$ cat src/rtl/mem_port_arbiter.sv
// mem_port_arbiter
// Shares one physical memory port between the instruction-fetch side (I) and
// the data side (D). One requester is granted at a time, and the grant is held
// until mem_resp. Under contention the two sides alternate, so neither side
// can starve the other.
//
// Handshake: each requester raises its request (i_read, or d_read/d_write) and
// holds it until its x_resp pulse. The arbiter samples requests only in IDLE.
// On the granting edge it latches the address, the write data and the op type.
// The memory side sees mem_read/mem_write as level strobes that stay up until
// the cycle in which mem_resp is high. x_resp and x_rdata are combinational
// in that same cycle, and the strobes drop on the following edge.
module mem_port_arbiter #(
    parameter int ADDR_W = 32,
    parameter int DATA_W = 256
) (
    input  logic              clk,
    input  logic              rst,
    input  logic              i_read,
    input  logic [ADDR_W-1:0] i_address,
    output logic [DATA_W-1:0] i_rdata,
    output logic              i_resp,
    input  logic              d_read,
    input  logic              d_write,
    input  logic [ADDR_W-1:0] d_address,
    input  logic [DATA_W-1:0] d_wdata,
    output logic [DATA_W-1:0] d_rdata,
    output logic              d_resp,
    output logic              mem_read,
    output logic              mem_write,
    output logic [ADDR_W-1:0] mem_address,
    output logic [DATA_W-1:0] mem_wdata,
    input  logic [DATA_W-1:0] mem_rdata,
    input  logic              mem_resp,
    output logic              busy,
    output logic [1:0]        state_dbg
);

    typedef enum logic [1:0] {
        IDLE    = 2'd0,
        SERVE_I = 2'd1,
        SERVE_D = 2'd2
    } state_t;

    state_t state;
    logic   last_d;     // 1 when the most recently completed transaction was D
    logic   d_req;
    logic   grant_i;
    logic   grant_d;

    // Arbitration decision, used only while IDLE.
    // A tie goes to the side that was not served last.
    always_comb begin
        d_req   = d_read | d_write;
        grant_i = i_read & (~d_req | last_d);
        grant_d = d_req & ~grant_i;
    end

    // Grant FSM. The memory strobes, address and write data are registered
    // copies taken at grant time, so requester changes mid-transaction are
    // ignored.
    always_ff @(posedge clk or posedge rst) begin
        if (rst) begin
            state       <= IDLE;
            last_d      <= 1'b1;
            mem_read    <= 1'b0;
            mem_write   <= 1'b0;
            mem_address <= '0;
            mem_wdata   <= '0;
            busy        <= 1'b0;
        end else begin
            case (state)
                IDLE: begin
                    if (grant_i) begin
                        state       <= SERVE_I;
                        mem_read    <= 1'b1;
                        mem_write   <= 1'b0;
                        mem_address <= i_address;
                        busy        <= 1'b1;
                    end else if (grant_d) begin
                        // Read together with write is illegal; the write wins.
                        state       <= SERVE_D;
                        mem_read    <= d_read & ~d_write;
                        mem_write   <= d_write;
                        mem_address <= d_address;
                        mem_wdata   <= d_wdata;
                        busy        <= 1'b1;
                    end
                end
                SERVE_I: begin
                    if (mem_resp) begin
                        state    <= IDLE;
                        last_d   <= 1'b0;
                        mem_read <= 1'b0;
                        busy     <= 1'b0;
                    end
                end
                SERVE_D: begin
                    if (mem_resp) begin
                        state     <= IDLE;
                        last_d    <= 1'b1;
                        mem_read  <= 1'b0;
                        mem_write <= 1'b0;
                        busy      <= 1'b0;
                    end
                end
                default: begin
                    state     <= IDLE;
                    mem_read  <= 1'b0;
                    mem_write <= 1'b0;
                    busy      <= 1'b0;
                end
            endcase
        end
    end

    // Completion pulses follow mem_resp in the same cycle. Read data is a
    // plain pass-through, and consumers qualify it with their resp.
    always_comb begin
        i_resp    = (state == SERVE_I) & mem_resp;
        d_resp    = (state == SERVE_D) & mem_resp;
        i_rdata   = mem_rdata;
        d_rdata   = mem_rdata;
        state_dbg = state;
    end

`ifndef SYNTHESIS
    // Flag an illegal simultaneous read and write at the moment D is granted.
    always @(posedge clk) begin
        if (!rst && state == IDLE && grant_d)
            assert (!(d_read && d_write));
    end
`endif

endmodule

$ cat config.mk
export PLATFORM = sky130hd
export DESIGN_NAME = mem_port_arbiter
export DESIGN_NICKNAME = d
export VERILOG_FILES = /design/src/rtl/mem_port_arbiter.sv
export SDC_FILE = /design/constraint.sdc
export NUM_CORES = 1
export LEC_CHECK = 0
export ABC_AREA = 1
export ABC_CLOCK_PERIOD_IN_PS = 14400
export BUFFER_PORTS_ARGS = -buffer_cell sky130_fd_sc_hd__buf_2
export CAP_MARGIN = 20
export CORE_AREA = 8 8 528 530
export DETAILED_ROUTE_END_ITERATION = 8
export DIE_AREA = 0 0 536 538
export PLACE_DENSITY = 0.3
export SYNTH_ARGS = -nofsm -noshare
export SYNTH_HDL_FRONTEND = slang
export SYNTH_SLANG_ARGS = --single-unit
$ cat constraint.sdc
create_clock -name clk -period 14.4 [get_ports clk]
set_input_delay 0.72 -clock clk [delete_from_list [all_inputs] [get_ports clk]]
set_output_delay 0.72 -clock clk [all_outputs]
set_load 0.01 [all_outputs]
== After elaboration in Yosys (flattened, before gate mapping) ==
Cells that the tools add are included.

* Bits in registers: 294
* Input bits: 582
* Output and inout port bits: 807
* Logic and storage cells: 51

* Eq/ne operators: 6
* Mux-type cells: 18
* Bitwise logic cells: 11
* Reductions and logical operators: 9

{| class="wikitable"
|+ Operators by type and width
! cell !! count
|-
| $mux 32 || 2
|-
| $reduce_and 3->1 || 3
|-
| $mux 1 || 8
|-
| $mux 2 || 3
|-
| $pmux 1 s2 || 3
|-
| $and 1x1->1 || 5
|-
| $ne 2x2->1 const B || 2
|-
| $not 1->1 || 4
|-
| $pmux 2 s2 || 1
|-
| $reduce_and 2->1 || 2
|-
| $reduce_bool 2->1 || 2
|-
| $ne 3x3->1 const B || 1
|-
| $pmux 1 s3 || 1
|-
| $eq 2x1->1 const B || 1
|-
| $eq 2x2->1 const B || 1
|-
| $logic_not 2->1 || 1
|-
| $ne 2x1->1 const B || 1
|-
| $or 1x1->1 || 2
|-
| $reduce_or 2->1 || 1
|}

== Longest topological paths before layout ==
* Depth after elaboration: 9
* Depth in mapped cells: 8
* Mapped depth without buffers: 6

== Worst setup path after synthesis ==
OpenSTA, ideal clock, no wires.

* Kind: input-to-reg
* Start: in i_read
* End: reg mem_wdata[95]
* Setup time: 0.117 ns
* Data arrival time: 1.555 ns
* Data required time: 14.283 ns
* Slack: 12.728 ns
* Stages: 7
* Path buffers: 3
* Path through: buf_2 a21oi_2 nand2_1 buf_2 buf_2 nand2_1 nand2_1

* Cells in the longest elaborated chain, start to end: 4

{| class="wikitable"
|+ RTL lines
! element !! RTL line !! source
|-
| start: declaration || 19 || <nowiki>input logic i_read,</nowiki>
|-
| $and 1x1->1 (*) || 55 || <nowiki>grant_i = i_read & (~d_req | last_d);</nowiki>
|-
| $not 1->1 (no line) (*) || - ||
|-
| $and 1x1->1 || 56 || <nowiki>grant_d = d_req & ~grant_i;</nowiki>
|-
| $reduce_and 3->1 (no line) (*) || - ||
|-
| end signal: assignment || 86 || <nowiki>mem_wdata <= d_wdata;</nowiki>
|-
| end: declaration || 32 || <nowiki>output logic [DATA_W-1:0] mem_wdata,</nowiki>
|}

Mark *: on every way between the ends. The rest lies on a longest branch, timed or not.
A chain may end at the register's enable or synchronous reset.

== Final worst setup path ==
* Start: reg state[0], in the netlist state_dbg[0]
* End: reg mem_wdata[137]

* Cells in the longest elaborated chain, start to end: 2

{| class="wikitable"
|+ RTL lines
! element !! RTL line !! source
|-
| start: declaration || 45 || <nowiki>state_t state;</nowiki>
|-
| start signal: assignment || 64 || <nowiki>state <= IDLE;</nowiki>
|-
| start signal: assignment || 75 || <nowiki>state <= SERVE_I;</nowiki>
|-
| start signal: assignment || 82 || <nowiki>state <= SERVE_D;</nowiki>
|-
| $logic_not 2->1 || 72 || <nowiki>case (state)</nowiki>
|-
| $reduce_and 3->1 (no line) || - ||
|}

Every way passes these cells.

==> metrics <==
via count=13253; clock sink count=294; setup TNS=0 ns; fin crit period=3.49 ns; Max Clock Skew=0.0244 ns; DR WL/cell=23.3 µm; Slowest cell on crit path=buf_4; final setup vio count=0; global route overflow=0; Worst-Margin Slew=0.946 ns; Die X=536 µm; fin area=21200 µm²; register bit count reported by yosys=294; vias in the first global route=13926; fin util=7.84%; synthesized area per cell=8.36 µm²; number of core rows=191; simple-gate share of the synthesized area=25.4%; first-pass GRT wire length=162000 µm; Synth Area in Compound Gates=0.368%; share of layout cells above drive strength 1=36.2%; Max-slew headroom=37.0%; maximum vdd drop=0.000105 V; Ys Warns=0; initial antenna violation count=64; crit path launch type=flip-flop; starting density of the core=5.92%; IO Count=1389; xor and xnor fraction of the mapped netlist area=0%; Post CTS Setup Buffer Count=0; maximum clock insertion buffer count=3; RSZ-0062 raised after global routing=false; clk root buf=clkbuf_16; router iterations before antenna repair=5; GP Congestion=0.829; Post-Syn Instances=1910; antenna viol nets, final=0; Tot GR Track Use=8.58%; Main synth FF type=dfrtp_1; dominant cell type by area after synthesis=dfrtp_1; largest family of logic cells by synthesized area=buffers and inverters; H-tree level count=2; core area=270000 µm²; Fill cells=31715; Crit path buffers/inverters=4; vias per cell=2.36; setup slack, reg-to-reg=10.91 ns; adder-cell share of the synthesized area=0.235%; Synth area leaders=dfrtp_1, buf_4, nand2_1, nand3_1, buf_2; Post-DP Area=19500 µm²; CP Max Fanout=66; I/O Buffers=620; dpl ws=10.31 ns; Initial DRC Count=896; outcome=completed; fmax=287 MHz; Reg clk slew, reported paths=0.05 ns; synthesized area=16000 µm²; Hold WC Path Type=primary input to async pin; Post-CTS Resized=0; number of flops mapped to enable cells by yosys=0; max_cap viols=0; Die Ht=538 µm; worst path required time=14.98 ns; clk_lat worst skew=0.66 ns; max-slew violation count=0; drt total wl=131000 µm; DP HPWL=110000 µm; total CTS buffers=48; CP top delay family=buffers and inverters; Distinct cells, synth=17; largest net degree at the start of global routing=100; full die area=288000 µm²; Fin. Hold Viols=0; crit path kind=flip-flop to flip-flop; sequential share of the synthesized area=46.1%; final period utilization=24.2%; CTS tree=done; crit path cell chain=inv_1, ha_4, nand2_4, buf_12, buf_4, buf_4, nand2_1, nand2_1; Syn Nets=2495; FFs w/ async S/R, synth=100%; # DRC=0; Final #Nets=2573; Synth-to-Final Area Change=32.5%; cts hold-fix bufs=0; Worst path max stage delay=0.76 ns; P_leak=10.0 nW; top cell type's share of synthesized area=45.9%; multiplexer area fraction after synthesis=0%; crit end category=flip-flop; Power Density=234 nW/µm²; CP arrival=4.07 ns; worst setup slack after layout=10.91 ns
-- cell type report --
type                            instances  area, µm²  area share, %
Sequential cell                       294       7360           34.8
Tap cell                             3570       4470           21.1
Multi-Input combinational cell        961       4190           19.8
Timing Repair Buffer                  641       3310           15.6
Clock buffer                           60       1340           6.32
Clock inverter                         26        302           1.43
Inverter                               42        165          0.781
Antenna cell                           12       30.0          0.142
-- power by group --
group / internal [mW] / switching (mW)
Clock: 0.747 / 0.521
Combinational: 0.592 / 1.57
Sequential: 1.23 / 0.272
Total: 2.57 / 2.37
-- path summary, 6_finish.rpt --
path	end	startpoint	cells after the start
max	mem_wdata[137]$_DFFE_PP0P_	state_dbg[0]$_DFFE_PP0P_	8
min	mem_wdata[193]$_DFFE_PP0P_	rst	2
max reg2reg	mem_wdata[137]$_DFFE_PP0P_	state_dbg[0]$_DFFE_PP0P_	8
min reg2reg	mem_wdata[124]$_DFFE_PP0P_	mem_wdata[124]$_DFFE_PP0P_	2
max in group asynchronous	mem_wdata[222]$_DFFE_PP0P_	rst	4
min in group clk	mem_wdata[214]$_DFFE_PP0P_	d_wdata[214]	3
-- synthesized netlist by cell type (3+ instances only) --
library cell	n
nand3b_1	32
buf_4	512
nand3_1	290
nor2_1	4
clkbuf_1	38
ha_1	3
dfrtp_1	293
buf_2	63
o21ai_0	5
nand2_1	622
inv_1	42
-- sequential cells by signal, indices dropped and copies added (netlist names) --
signal and cells:
state_dbg 2, mem_write 1, mem_read 1, busy 1
mem_address 32, last_d 1, mem_wdata 256
-- worst reg2reg max path, stage by stage, from the launching register on --
cell and delay [ns]:
dfrtp_1 0.40, inv_1 0.11, ha_4 0.33, nand2_4 0.52
buf_12 0.29, buf_4 0.72, buf_4 0.77, nand2_1 0.20
nand2_1 0.09
-- per-layer routing --
layer / wire length, µm / global-route usage [%] / up-vias
met5: 75 / 0 / -
met4: 9310 / 5.34 / 12
met3: 27100 / 7.87 / 491
met2: 52000 / 12.0 / 1041
met1: 42200 / 8.20 / 6057
li1: - / - / 5652
-- metrics by stage --
| stage | hold slack, ns | instances | total power [mW] |
|---|---|---|---|
| 3_5_place_dp | 0.453 | 5507 | 3.81 |
| 6_report | 0.168 | 5606 | 4.94 |
| 2_1_floorplan | 0.509 | 1910 | 2.56 |
| 3_3_place_gp | 0.448 | 5506 | 3.81 |
| 4_1_cts | 0.125 | 5593 | 5.16 |
| 5_1_grt | 0.173 | 5599 | 5.39 |
-- layout by cell type (no fill, tap or decap), drive strengths merged --
cell and n:
diode 12, bufinv 5, inv 44, o21ai 6, a21boi 1, nand2 622, a21oi 2, nand3 290
buf 641, clkinv 17, clkinvlp 2, clkbuf 60, dfstp 1, dfrtp 293, ha 3, nand3b 32
nor2 5
-- kinds of logic after synthesis --
group                    after synthesis
buffers and inverters                655
adder cells (fa/ha/maj)                3
AND/OR/NAND/NOR                      949
flip-flops                           294
AO/OA/AOI/OAI                          9
Note: power is estimated with default switching activity, not from simulation.
